<file path="src/rtl/arcade_input_pkg.sv">
// Shared constants, types and the tank tread decode for the vector-game
// input front end.
package arcade_input_pkg;

  localparam logic [7:0] MOD_BATTLEZONE = 8'd0;
  localparam logic [7:0] MOD_BRADLEY    = 8'd1;
  localparam logic [7:0] MOD_REDBARON   = 8'd2;
  localparam logic [7:0] MOD_NONE       = 8'hFF;

  localparam int JOY_RIGHT  = 0;
  localparam int JOY_LEFT   = 1;
  localparam int JOY_DOWN   = 2;
  localparam int JOY_UP     = 3;
  localparam int JOY_FIRE   = 4;
  localparam int JOY_START1 = 5;
  localparam int JOY_START2 = 6;
  localparam int JOY_COIN   = 7;

  localparam logic [7:0] ANALOG_CENTER = 8'h80;

  typedef enum logic [1:0] {
    DIR_CENTER,
    DIR_POS,
    DIR_NEG
  } ramp_dir_t;

  // Left/right tread forward/back commands.
  typedef struct packed {
    logic wf;
    logic wb;
    logic xf;
    logic xb;
  } tank_cmd_t;

  // udlr = {Up, Down, Left, Right}; diagonals that make no tread sense map to idle.
  function automatic tank_cmd_t tank_decode(input logic [3:0] udlr);
    tank_cmd_t cmd;
    case (udlr)
      4'b1010: cmd = 4'b0010;
      4'b1000: cmd = 4'b1010;
      4'b1001: cmd = 4'b1000;
      4'b0001: cmd = 4'b1001;
      4'b0101: cmd = 4'b0100;
      4'b0100: cmd = 4'b0101;
      4'b0110: cmd = 4'b0001;
      4'b0010: cmd = 4'b0110;
      default: cmd = 4'b0000;
    endcase
    return cmd;
  endfunction

endpackage

</file>
<file path="src/rtl/arcade_input_mapper_if.sv">
// ioctl download bus from hps_io into the input mapper.
interface arcade_input_mapper_if;
  logic        ioctl_wr;
  logic [7:0]  ioctl_index;
  logic [24:0] ioctl_addr;
  logic [7:0]  ioctl_dout;

  modport master (output ioctl_wr, ioctl_index, ioctl_addr, ioctl_dout);
  modport slave  (input  ioctl_wr, ioctl_index, ioctl_addr, ioctl_dout);
endinterface

</file>
<file path="src/rtl/analog_ramp_axis.sv">
// One emulated analog axis: ramps while a direction is held, saturates at the
// rails and drifts back to centre when released or when both are held.
module analog_ramp_axis
  import arcade_input_pkg::*;
(
  input  logic       clk_sys,
  input  logic       reset,
  input  logic       tick,
  input  logic       pos,
  input  logic       neg,
  output logic [7:0] value
);

  ramp_dir_t dir;

  always_comb begin
    dir = DIR_CENTER;
    if (pos && !neg)      dir = DIR_POS;
    else if (neg && !pos) dir = DIR_NEG;
  end

  always_ff @(posedge clk_sys) begin
    if (reset) begin
      value <= ANALOG_CENTER;
    end else if (tick) begin
      case (dir)
        DIR_POS: if (value != 8'hFF) value <= value + 8'd1;
        DIR_NEG: if (value != 8'h00) value <= value - 8'd1;
        default: begin
          if (value > ANALOG_CENTER)      value <= value - 8'd1;
          else if (value < ANALOG_CENTER) value <= value + 8'd1;
        end
      endcase
    end
  end

endmodule

</file>
<file path="src/rtl/arcade_input_mapper.sv">
// Control-input front end for the Battlezone/Bradley/Red Baron cores:
// config capture, joystick merge, tank decode, coin stretch and analog select.
module arcade_input_mapper
  import arcade_input_pkg::*;
#(
  parameter int NUM_PLAYERS       = 2,
  parameter int NUM_DSW           = 8,
  parameter int MOD_INDEX         = 1,
  parameter int DSW_INDEX         = 254,
  parameter int COIN_PULSE_CYCLES = 500000,
  parameter int RAMP_DIV          = 4096
) (
  input  logic                      clk_sys,
  input  logic                      reset,
  arcade_input_mapper_if.slave      ioctl,
  input  logic [16*NUM_PLAYERS-1:0] joy,
  input  logic [16*NUM_PLAYERS-1:0] joya,
  input  logic                      analog_mode,
  input  logic                      audiosel,
  output logic [7:0]                mod,
  output logic [8*NUM_DSW-1:0]      dsw,
  output logic [7:0]                jb,
  output logic [7:0]                arcade_buttons,
  output logic [7:0]                redbaron_buttons
);

  localparam int DSW_AW = (NUM_DSW > 1) ? $clog2(NUM_DSW) : 1;
  localparam int CW     = $clog2(COIN_PULSE_CYCLES);
  localparam int PW     = (RAMP_DIV > 1) ? $clog2(RAMP_DIV) : 1;

  // NOTE: mod/dsw have power-up values but no reset, since the core sits in
  // reset for the whole download and would otherwise lose what it just received.
  logic [7:0]              mod_r = MOD_NONE;
  logic [NUM_DSW-1:0][7:0] dsw_r = '0;

  always_ff @(posedge clk_sys) begin
    if (ioctl.ioctl_wr) begin
      if (ioctl.ioctl_index == 8'(MOD_INDEX) && ioctl.ioctl_addr == '0)
        mod_r <= ioctl.ioctl_dout;
      if (ioctl.ioctl_index == 8'(DSW_INDEX) && ioctl.ioctl_addr < 25'(NUM_DSW))
        dsw_r[ioctl.ioctl_addr[DSW_AW-1:0]] <= ioctl.ioctl_dout;
    end
  end

  assign mod = mod_r;
  assign dsw = dsw_r;

  logic [7:0]  joy_or;
  logic [7:0]  joy_hi_unused;
  logic [15:0] ja_or;

  // NOTE: every always_comb output gets a default before the loop/branches so
  // no path leaves it unassigned and infers a latch.
  always_comb begin
    joy_or        = '0;
    joy_hi_unused = '0;
    ja_or         = '0;
    for (int p = 0; p < NUM_PLAYERS; p++) begin
      joy_or        |= joy[16*p +: 8];
      joy_hi_unused |= joy[16*p+8 +: 8];
      ja_or         |= joya[16*p +: 16] ^ 16'h8080;
    end
  end

  logic           unused_ok;
  assign unused_ok = ^joy_hi_unused;

  logic [6:0]    j_r;
  logic [15:0]   ja_r;
  tank_cmd_t     tank_r;
  logic          coin_q;
  logic          coin_s;
  logic [CW-1:0] coin_cnt;
  logic [PW-1:0] pre_cnt;
  logic          ramp_tick;

  assign ramp_tick = (pre_cnt == PW'(RAMP_DIV - 1));

  // NOTE: state registers use non-blocking assignments only, so every
  // register samples pre-edge values regardless of statement order.
  always_ff @(posedge clk_sys) begin
    if (reset) begin
      j_r      <= '0;
      ja_r     <= '0;
      tank_r   <= '0;
      coin_q   <= joy_or[JOY_COIN];  // a coin held across reset release is not an edge
      coin_s   <= 1'b0;
      coin_cnt <= '0;
      pre_cnt  <= '0;
    end else begin
      j_r     <= joy_or[6:0];
      ja_r    <= ja_or;
      tank_r  <= tank_decode(joy_or[3:0]);
      coin_q  <= joy_or[JOY_COIN];
      pre_cnt <= ramp_tick ? '0 : pre_cnt + 1'b1;
      if (coin_s) begin
        if (coin_cnt == '0) coin_s   <= 1'b0;
        else                coin_cnt <= coin_cnt - 1'b1;
      end else if (joy_or[JOY_COIN] && !coin_q) begin
        coin_s   <= 1'b1;
        coin_cnt <= CW'(COIN_PULSE_CYCLES - 1);
      end
    end
  end

  logic [7:0] ax, ay, aval;

  analog_ramp_axis u_ramp_x (
    .clk_sys (clk_sys),
    .reset   (reset),
    .tick    (ramp_tick),
    .pos     (j_r[JOY_RIGHT]),
    .neg     (j_r[JOY_LEFT]),
    .value   (ax)
  );

  analog_ramp_axis u_ramp_y (
    .clk_sys (clk_sys),
    .reset   (reset),
    .tick    (ramp_tick),
    .pos     (j_r[JOY_UP]),
    .neg     (j_r[JOY_DOWN]),
    .value   (ay)
  );

  assign aval = analog_mode ? (audiosel ? ax : ay)
                            : (audiosel ? ja_r[7:0] : ja_r[15:8]);

  always_ff @(posedge clk_sys) begin
    if (reset) begin
      jb               <= '0;
      arcade_buttons   <= '0;
      redbaron_buttons <= '0;
    end else if (mod_r == MOD_REDBARON) begin
      jb <= {~coin_s, j_r[JOY_START1], j_r[JOY_START2], j_r[JOY_FIRE],
             j_r[JOY_DOWN], j_r[JOY_UP], j_r[JOY_RIGHT], j_r[JOY_LEFT]};
      arcade_buttons   <= aval;
      redbaron_buttons <= {j_r[JOY_FIRE], j_r[JOY_START1], 6'b0};
    end else begin
      jb <= {coin_s, j_r[JOY_START1], j_r[JOY_START2], j_r[JOY_FIRE], tank_r};
      arcade_buttons   <= {2'b00, j_r[JOY_START1], j_r[JOY_FIRE] | j_r[JOY_START2], tank_r};
      redbaron_buttons <= '0;
    end
  end

endmodule

</file>
<file path="src/flat_wrapper.sv">
// flat-port wrapper written by rule: the top's interface ports become plain ports
module arcade_input_mapper_flat import arcade_input_pkg::*;
#(
  parameter int NUM_PLAYERS       = 2,
  parameter int NUM_DSW           = 8,
  parameter int MOD_INDEX         = 1,
  parameter int DSW_INDEX         = 254,
  parameter int COIN_PULSE_CYCLES = 500000,
  parameter int RAMP_DIV          = 4096
)
  (clk_sys, reset, joy, joya, analog_mode, audiosel, mod, dsw, jb, arcade_buttons, redbaron_buttons, ioctl_ioctl_wr, ioctl_ioctl_index, ioctl_ioctl_addr, ioctl_ioctl_dout);
  arcade_input_mapper_if ioctl_i ();
  input  logic clk_sys;
  input  logic reset;
  input  logic [16*NUM_PLAYERS-1:0] joy;
  input  logic [16*NUM_PLAYERS-1:0] joya;
  input  logic analog_mode;
  input  logic audiosel;
  output logic [7:0] mod;
  output logic [8*NUM_DSW-1:0] dsw;
  output logic [7:0] jb;
  output logic [7:0] arcade_buttons;
  output logic [7:0] redbaron_buttons;
  input wire logic [$bits(ioctl_i.ioctl_wr)-1:0] ioctl_ioctl_wr;
  input wire logic [$bits(ioctl_i.ioctl_index)-1:0] ioctl_ioctl_index;
  input wire logic [$bits(ioctl_i.ioctl_addr)-1:0] ioctl_ioctl_addr;
  input wire logic [$bits(ioctl_i.ioctl_dout)-1:0] ioctl_ioctl_dout;
  assign ioctl_i.ioctl_wr = ioctl_ioctl_wr;
  assign ioctl_i.ioctl_index = ioctl_ioctl_index;
  assign ioctl_i.ioctl_addr = ioctl_ioctl_addr;
  assign ioctl_i.ioctl_dout = ioctl_ioctl_dout;
  arcade_input_mapper #(.NUM_PLAYERS(NUM_PLAYERS), .NUM_DSW(NUM_DSW), .MOD_INDEX(MOD_INDEX), .DSW_INDEX(DSW_INDEX), .COIN_PULSE_CYCLES(COIN_PULSE_CYCLES), .RAMP_DIV(RAMP_DIV)) u_core (.clk_sys(clk_sys), .reset(reset), .ioctl(ioctl_i), .joy(joy), .joya(joya), .analog_mode(analog_mode), .audiosel(audiosel), .mod(mod), .dsw(dsw), .jb(jb), .arcade_buttons(arcade_buttons), .redbaron_buttons(redbaron_buttons));
endmodule
</file>
<file path="config.mk">
export PLATFORM = sky130hd
export DESIGN_NAME = arcade_input_mapper_flat
export DESIGN_NICKNAME = d
export VERILOG_FILES = /design/src/rtl/arcade_input_pkg.sv /design/src/rtl/arcade_input_mapper_if.sv /design/src/rtl/analog_ramp_axis.sv /design/src/rtl/arcade_input_mapper.sv /design/src/flat_wrapper.sv
export SDC_FILE = /design/constraint.sdc
export NUM_CORES = 1
export LEC_CHECK = 0
export ABC_CLOCK_PERIOD_IN_PS = 5600
export BUFFER_PORTS_ARGS = -buffer_cell sky130_fd_sc_hd__buf_4
export CAP_MARGIN = 25
export CORE_MARGIN = 2
export CORE_UTILIZATION = 56
export CTS_CLUSTER_DIAMETER = 200
export DETAILED_ROUTE_END_ITERATION = 6
export GPL_TIMING_DRIVEN = 0
export PLACE_DENSITY = 0.93
export SLEW_MARGIN = 20
export SYNTH_ARGS = -nofsm -noshare
export SYNTH_HDL_FRONTEND = slang
export SYNTH_HIERARCHICAL = 1
export SYNTH_SLANG_ARGS = --single-unit
export TNS_END_PERCENT = 20
</file>
<file path="constraint.sdc">
create_clock -name clk_sys -period 5.6 [get_ports clk_sys]
set_input_delay 0.84 -clock clk_sys [delete_from_list [all_inputs] [get_ports clk_sys]]
set_output_delay 0.84 -clock clk_sys [all_outputs]
set_load 0.1 [all_outputs]
</file>
## Yosys cells after proc, flatten, opt, wreduce, memory -nomap -nowiden

Memories as Yosys holds them, arrays and structs flattened. A register that Yosys moved wholly into a read port is not among the register bits.
Cells that the tools add are included.
Widths: inputs -> output; s select.

| cells by class | value |
|---|---|
| order comparisons | 7 |
| muxes and demuxes | 28 |
| $add $sub $neg | 6 |
| reduce and logical (&&, ||, !) cells | 27 |
| equality and inequality tests | 15 |
| bitwise gates (word level) | 7 |

Operators by type and width:

| kind | number |
|---|---|
| $mux 8 | 13 |
| $bwmux 64 | 1 |
| $mux 19 | 3 |
| $pmux 8 s2 | 2 |
| $logic_not 25->1 | 1 |
| $lt 25x4->1 const B | 1 |
| $demux 8 s3 | 1 |
| $logic_not 19->1 | 1 |
| $sub 19x1->19 const B | 1 |
| $add 8x1->8 const B | 2 |
| $gt 8x8->1 const B | 2 |
| $lt 8x8->1 const B | 2 |
| $ne 8x8->1 const B | 2 |
| $or 16x16->16 | 1 |
| $reduce_bool 8->1 | 2 |
| $sub 8x1->8 const B | 2 |
| $add 12x1->12 const B | 1 |
| $eq 12x12->1 const B | 1 |
| $ne 2x2->1 const B | 5 |
| $eq 8x1->1 const B | 1 |
| $eq 8x2->1 const B | 1 |
| $eq 8x8->1 const B | 1 |
| $logic_and 1x1->1 | 8 |
| $mux 2 | 4 |
| 16 further kinds | 31 |

| storage, ports and cells | value |
|---|---|
| register bits | 168 |
| ROM bits | 64 |
| output and inout bits | 96 |
| memories | 1 |

Memory list:

| memory | depth | width | read ports | clocked after memory_dff | wr ports | line | source |
|---|---|---|---|---|---|---|---|
| (no name shown) | 16 | 4 | 1 | 1 | 0 | arcade_input_pkg.sv:38 | `case (udlr)` |

## Logic depth before layout (Yosys ltp)

| logic depth | value |
|---|---|
| word-level depth | 7 |
| gate-level depth with buffers | 9 |
| mapped depth without buffers | 7 |

## Hierarchy

The synthesis kept the hierarchy.

Modules (own cells, without submodules):

| module | area each (µm²) | sequential area each (µm²) | times used | cells each |
|---|---|---|---|---|
| arcade_input_mapper | 5446.5 | 3723.6 | 1 | 442 |
| analog_ramp_axis | 792.0 | 160.2 | 2 | 105 |

## Worst setup path before layout

No wires, ideal clock.

| timing path | value |
|---|---|
| path type | input to register |
| from | input port ioctl_ioctl_addr[21] |
| to | register u_core.dsw_r, in the netlist u_core/dsw[0] (enable) |
| path slack | 2.887 ns |
| data required time | 5.217 ns |
| arrival | 2.329 ns |
| stages on the path | 5 |
| buffers on the path | 0 |
| cells stage by stage | nor4_1 > nand4_1 > nor4_1 > nand2b_1 > nor3_1 |

| on the way | value |
|---|---|
| word-level cells in the longest chain between the ends | 3 |

RTL lines:

| element | line | source |
|---|---|---|
| from (decl) | flat_wrapper.sv:26 | `input wire logic [$bits(ioctl_i.ioctl_addr)-1:0] ioctl_ioctl_addr;` |
| $lt 25x4->1 | arcade_input_mapper.sv:40 | `if (ioctl.ioctl_index == 8'(DSW_INDEX) && ioctl.ioctl_addr < 25'(NUM_DSW))` |
| $logic_and 1x1->1 | arcade_input_mapper.sv:40 |  |
| $reduce_and 2->1 (no source line) | -- |  |
| to (signal, indexed assignment) | arcade_input_mapper.sv:41 | `dsw_r[ioctl.ioctl_addr[DSW_AW-1:0]] <= ioctl.ioctl_dout;` |
| to (decl) | arcade_input_mapper.sv:34 | `logic [NUM_DSW-1:0][7:0] dsw_r = '0;` |

No other way between the ends.
A chain may end at the register's enable or synchronous reset.

## Worst setup path in the final report

| timing path | value |
|---|---|
| from | input port ioctl_ioctl_addr[21] |
| to | register u_core.dsw_r, in the netlist u_core/dsw[50] (enable) |

Same word-level chain as after synthesis.

==> impl_metrics.ini <==
[placed_design]
dpl.hpwl_um = 13580
port_buffers = 180
gp_congestion = 0.9459

[pwr]
p_total_uw = 2762
peakVddDrop_uv = 165.1
p_clk_share_pct = 40.8
p_leak_uw = 0.003671
power-per-cell-area_nw_per_um2 = 300.1
power_frac_seq_pct = 47.6
combPwrFrac_pct = 11.6
power.switching_uw = 749.0
p_int_uw = 2013
swShare_pct = 27.12

[critical_path]
max_stage_delay_ns = 0.75
cp_num_buf_inv = 1
worstSetupPathType = input port to flip-flop
reg2reg_to = u_core/u_ramp_y/value[7]$_SDFFE_PP1P_
r2r_start = u_core/pre_cnt[0]$_SDFF_PP0_
slowest_stage = nor2_1
cp_top_family = simple AND/OR/NAND/NOR gates
reg2reg_slack_ns = 3.16
end_kind = flip-flop
path_common_cell = nor4_1
crit_required_ns = 5.65
critical_path_arrival_ns = 2.91
crit_chain = buf_4 -> nor4_1 -> nand4_1 -> nor4_1 -> nand2_1 -> nor2_1
crit_path_max_fanout = 8
reg2reg_depth = 8
cp-start-kind = input port

[die]
die_x_um = 116.0
coreArea_um2 = 12110
dieHeight_um = 116.0
die_area_um2 = 13470
io_pins = 206
start_util_pct = 58.05
row_count = 40

[route]
drc = 0
via_count = 6113
drt_first_iter_violations = 485
wl_per_cell_um = 18.51
wirelength_um = 19200
postRouteAntennaNets = 0
drt_first_pass_iters = 5
vias_per_cell = 5.895

[yosys]
synthCells = 652
async_reset_ff_share_pct = 0
ys_warn_count = 6
avgSynthCellArea_um2 = 10.78
ys_ff_latch = 166
yosys.area.top_type = edfxtp_1
ys_seq_area_share_pct = 57.52
netlist_top_cells_area = edfxtp_1 (31%), dfxtp_1 (27%), nor2_1 (5.2%), nand2_1 (2.9%), a21oi_1 (2.6%)
synth.most_common_cell = nor2_1
syn_area_um2 = 7030
synth_top_area_share_pct = 30.75
yosys.cell_types.count = 64
ys.flop_type = dfxtp_1
synth_commonest_cells = nor2_1 (97), dfxtp_1 (94), edfxtp_1 (72)
synth_edf_count = 72

[sta]
period_needed_ns = 2.863
drv_slew = 0
slew_headroom_pct = 37.89
final-setup-viol-count = 0
tightest_slew_ns = 0.9283
hold_viol_final = 0
fin_crit_sh_pct = 51.13
finClkSkew_ns = 0.01050
rsz0062_at_grt = no
max_freq_ghz = 0.3492
tns_ns = 0

[global_route]
grt_antenna_before_repair = 0
track_usage_pct = 28.63
grt_pass1_wl_um = 29260
grt_max_degree = 19
grt_pass1_vias = 5695
grt_remaining_overflow = 0

[finish]
nNetsFinal = 978
drive_gt1_share_pct = 29.69
diodes = 0
syn2layout_area_growth_pct = 30.88

[clocking]
cts_buffers = 17
cts_resized = 0
clk_latency_ns = 0.42
root_buffer = clkbuf_16
clk_pin_slew_worst_paths_ns = 0.07
clock-sinks = 166
cts_hold_buf = 0
htree_levels = 4
cts_tree = done
cts_setup_buffers = 0
clockBufferDepth = 2

[hold_path]
min_path_type = flip-flop to flip-flop
hp-start = u_core/pre_cnt[0]$_SDFF_PP0_
min_to = u_core/pre_cnt[0]$_SDFF_PP0_
whs_path_depth = 1

[status]
status = complete, no violations

[run]
drv_cap = 0
per-layer routing:
layer  vias up  share of wire, %  track usage, %
li1       2808                 -               -
met1      2914                37           31.77
met3        48               8.5           7.531
met2       343                51           52.05
met4         0               3.0           11.83
met5         -                 0               0
layout make-up:
type                       instances  area [µm²]
tap                              168       210.2
timing repair buffer             180        1351
inverter                          25       93.84
fill                             785        2910
clock buffer                      17       425.4
clock inverter                    15       150.1
multi-input combinational        435        2769
buffer                            31       157.7
sequential                       166        4044
worst max path at each step:
| stage | startpoint | cells after the start | to |
|---|---|---|---|
| 2_1_floorplan | ioctl_ioctl_addr[21] | 5 | u_core/dsw[0]$_DFFE_PP_ |
| 3_3_place_gp | ioctl_ioctl_addr[21] | 6 | u_core/dsw[6]$_DFFE_PP_ |
| 3_5_place_dp | ioctl_ioctl_addr[21] | 6 | u_core/dsw[46]$_DFFE_PP_ |
| 4_1_cts | ioctl_ioctl_addr[21] | 6 | u_core/dsw[50]$_DFFE_PP_ |
| 5_1_grt | ioctl_ioctl_addr[21] | 6 | u_core/dsw[50]$_DFFE_PP_ |
| 6_report | ioctl_ioctl_addr[21] | 6 | u_core/dsw[50]$_DFFE_PP_ |
placed cells by master, fill, tap and decap left out, types with 4 or more instances in the layout:
cell / instances
nor4_1: 14
clkbuf_16: 17
a221oi_1: 4
nor3_1: 20
o211a_1: 4
or3_1: 12
nor2b_1: 4
nor2_1: 97
xor2_1: 5
edfxtp_1: 72
or2_2: 6
nand2_1: 54
a211oi_1: 7
conb_1: 6
a21oi_1: 36
o21ai_0: 14
clkbuf_1: 18
and3_1: 4
nand2b_1: 6
ha_1: 12
inv_8: 7
dfxtp_1: 94
inv_1: 25
mux4_2: 8
o211ai_1: 8
nand4_1: 12
mux2i_1: 5
xnor2_1: 9
nand3_1: 11
buf_4: 186
a311oi_1: 7
a32o_1: 4
o31ai_1: 5
kinds of logic after synthesis:
kind of cell	count (synthesis)	share of synthesized area, %
compound gates	122	12.51
xor+xnor	14	1.744
fa+ha+maj	12	2.136
buf+inv	56	3.577
flops	166	57.52
mux	13	3.275
other cells	1	0.05334
simple gates	268	19.18
metrics by stage:
stage | instances | setup slack [ns] | util [%] | area (µm²) | hold WS (ns)
floorplan | 657 | 2.887 | - | 7049 | 0.4176
global placement | 1005 | 2.072 | 71.10 | 8611 | 0.4288
detailed placement | 1005 | 2.354 | 71.22 | 8626 | 0.4446
CTS | 1037 | 2.765 | 75.97 | 9201 | 0.4561
global route | 1037 | 2.580 | 75.97 | 9201 | 0.4768
finish | 1037 | 2.737 | 75.97 | 9201 | 0.4570
state kept, by name, summed over array words and instances, names as in the netlist:
name,count
u_core/redbaron_buttons,2
u_core/dsw,64
u_core/j_r,7
u_core/tank_r,4
u_core/coin_s,1
u_core/arcade_buttons,8
u_core/mod,8
u_core/coin_q,1
u_core/jb,8
u_core/pre_cnt,12
u_core/coin_cnt,19
u_core/ja_r,16
u_core/u_ramp_y/value,8
u_core/u_ramp_x/value,8
power by group through the flow:
stage	Clock (µW)	Combinational (µW)	Sequential [µW]
after global routing	1180	347	1320
final	1130	322	1310
after global placement	0	301	1340
after CTS	1140	317	1310
after detailed placement	0	310	1340
after floorplan	0	184	1360
worst reg2reg max path, delay by kind of cell (launching register included):
kind                       cells  cell delay (ns)
AOI/OAI and AO/OA              3             0.67
adders and majority gates      1             0.21
and+or+nand+nor                3             0.97
DFF                            1             0.35
buffers and inverters          1             0.13
No activity file was read; power rests on OpenSTA's default activity.
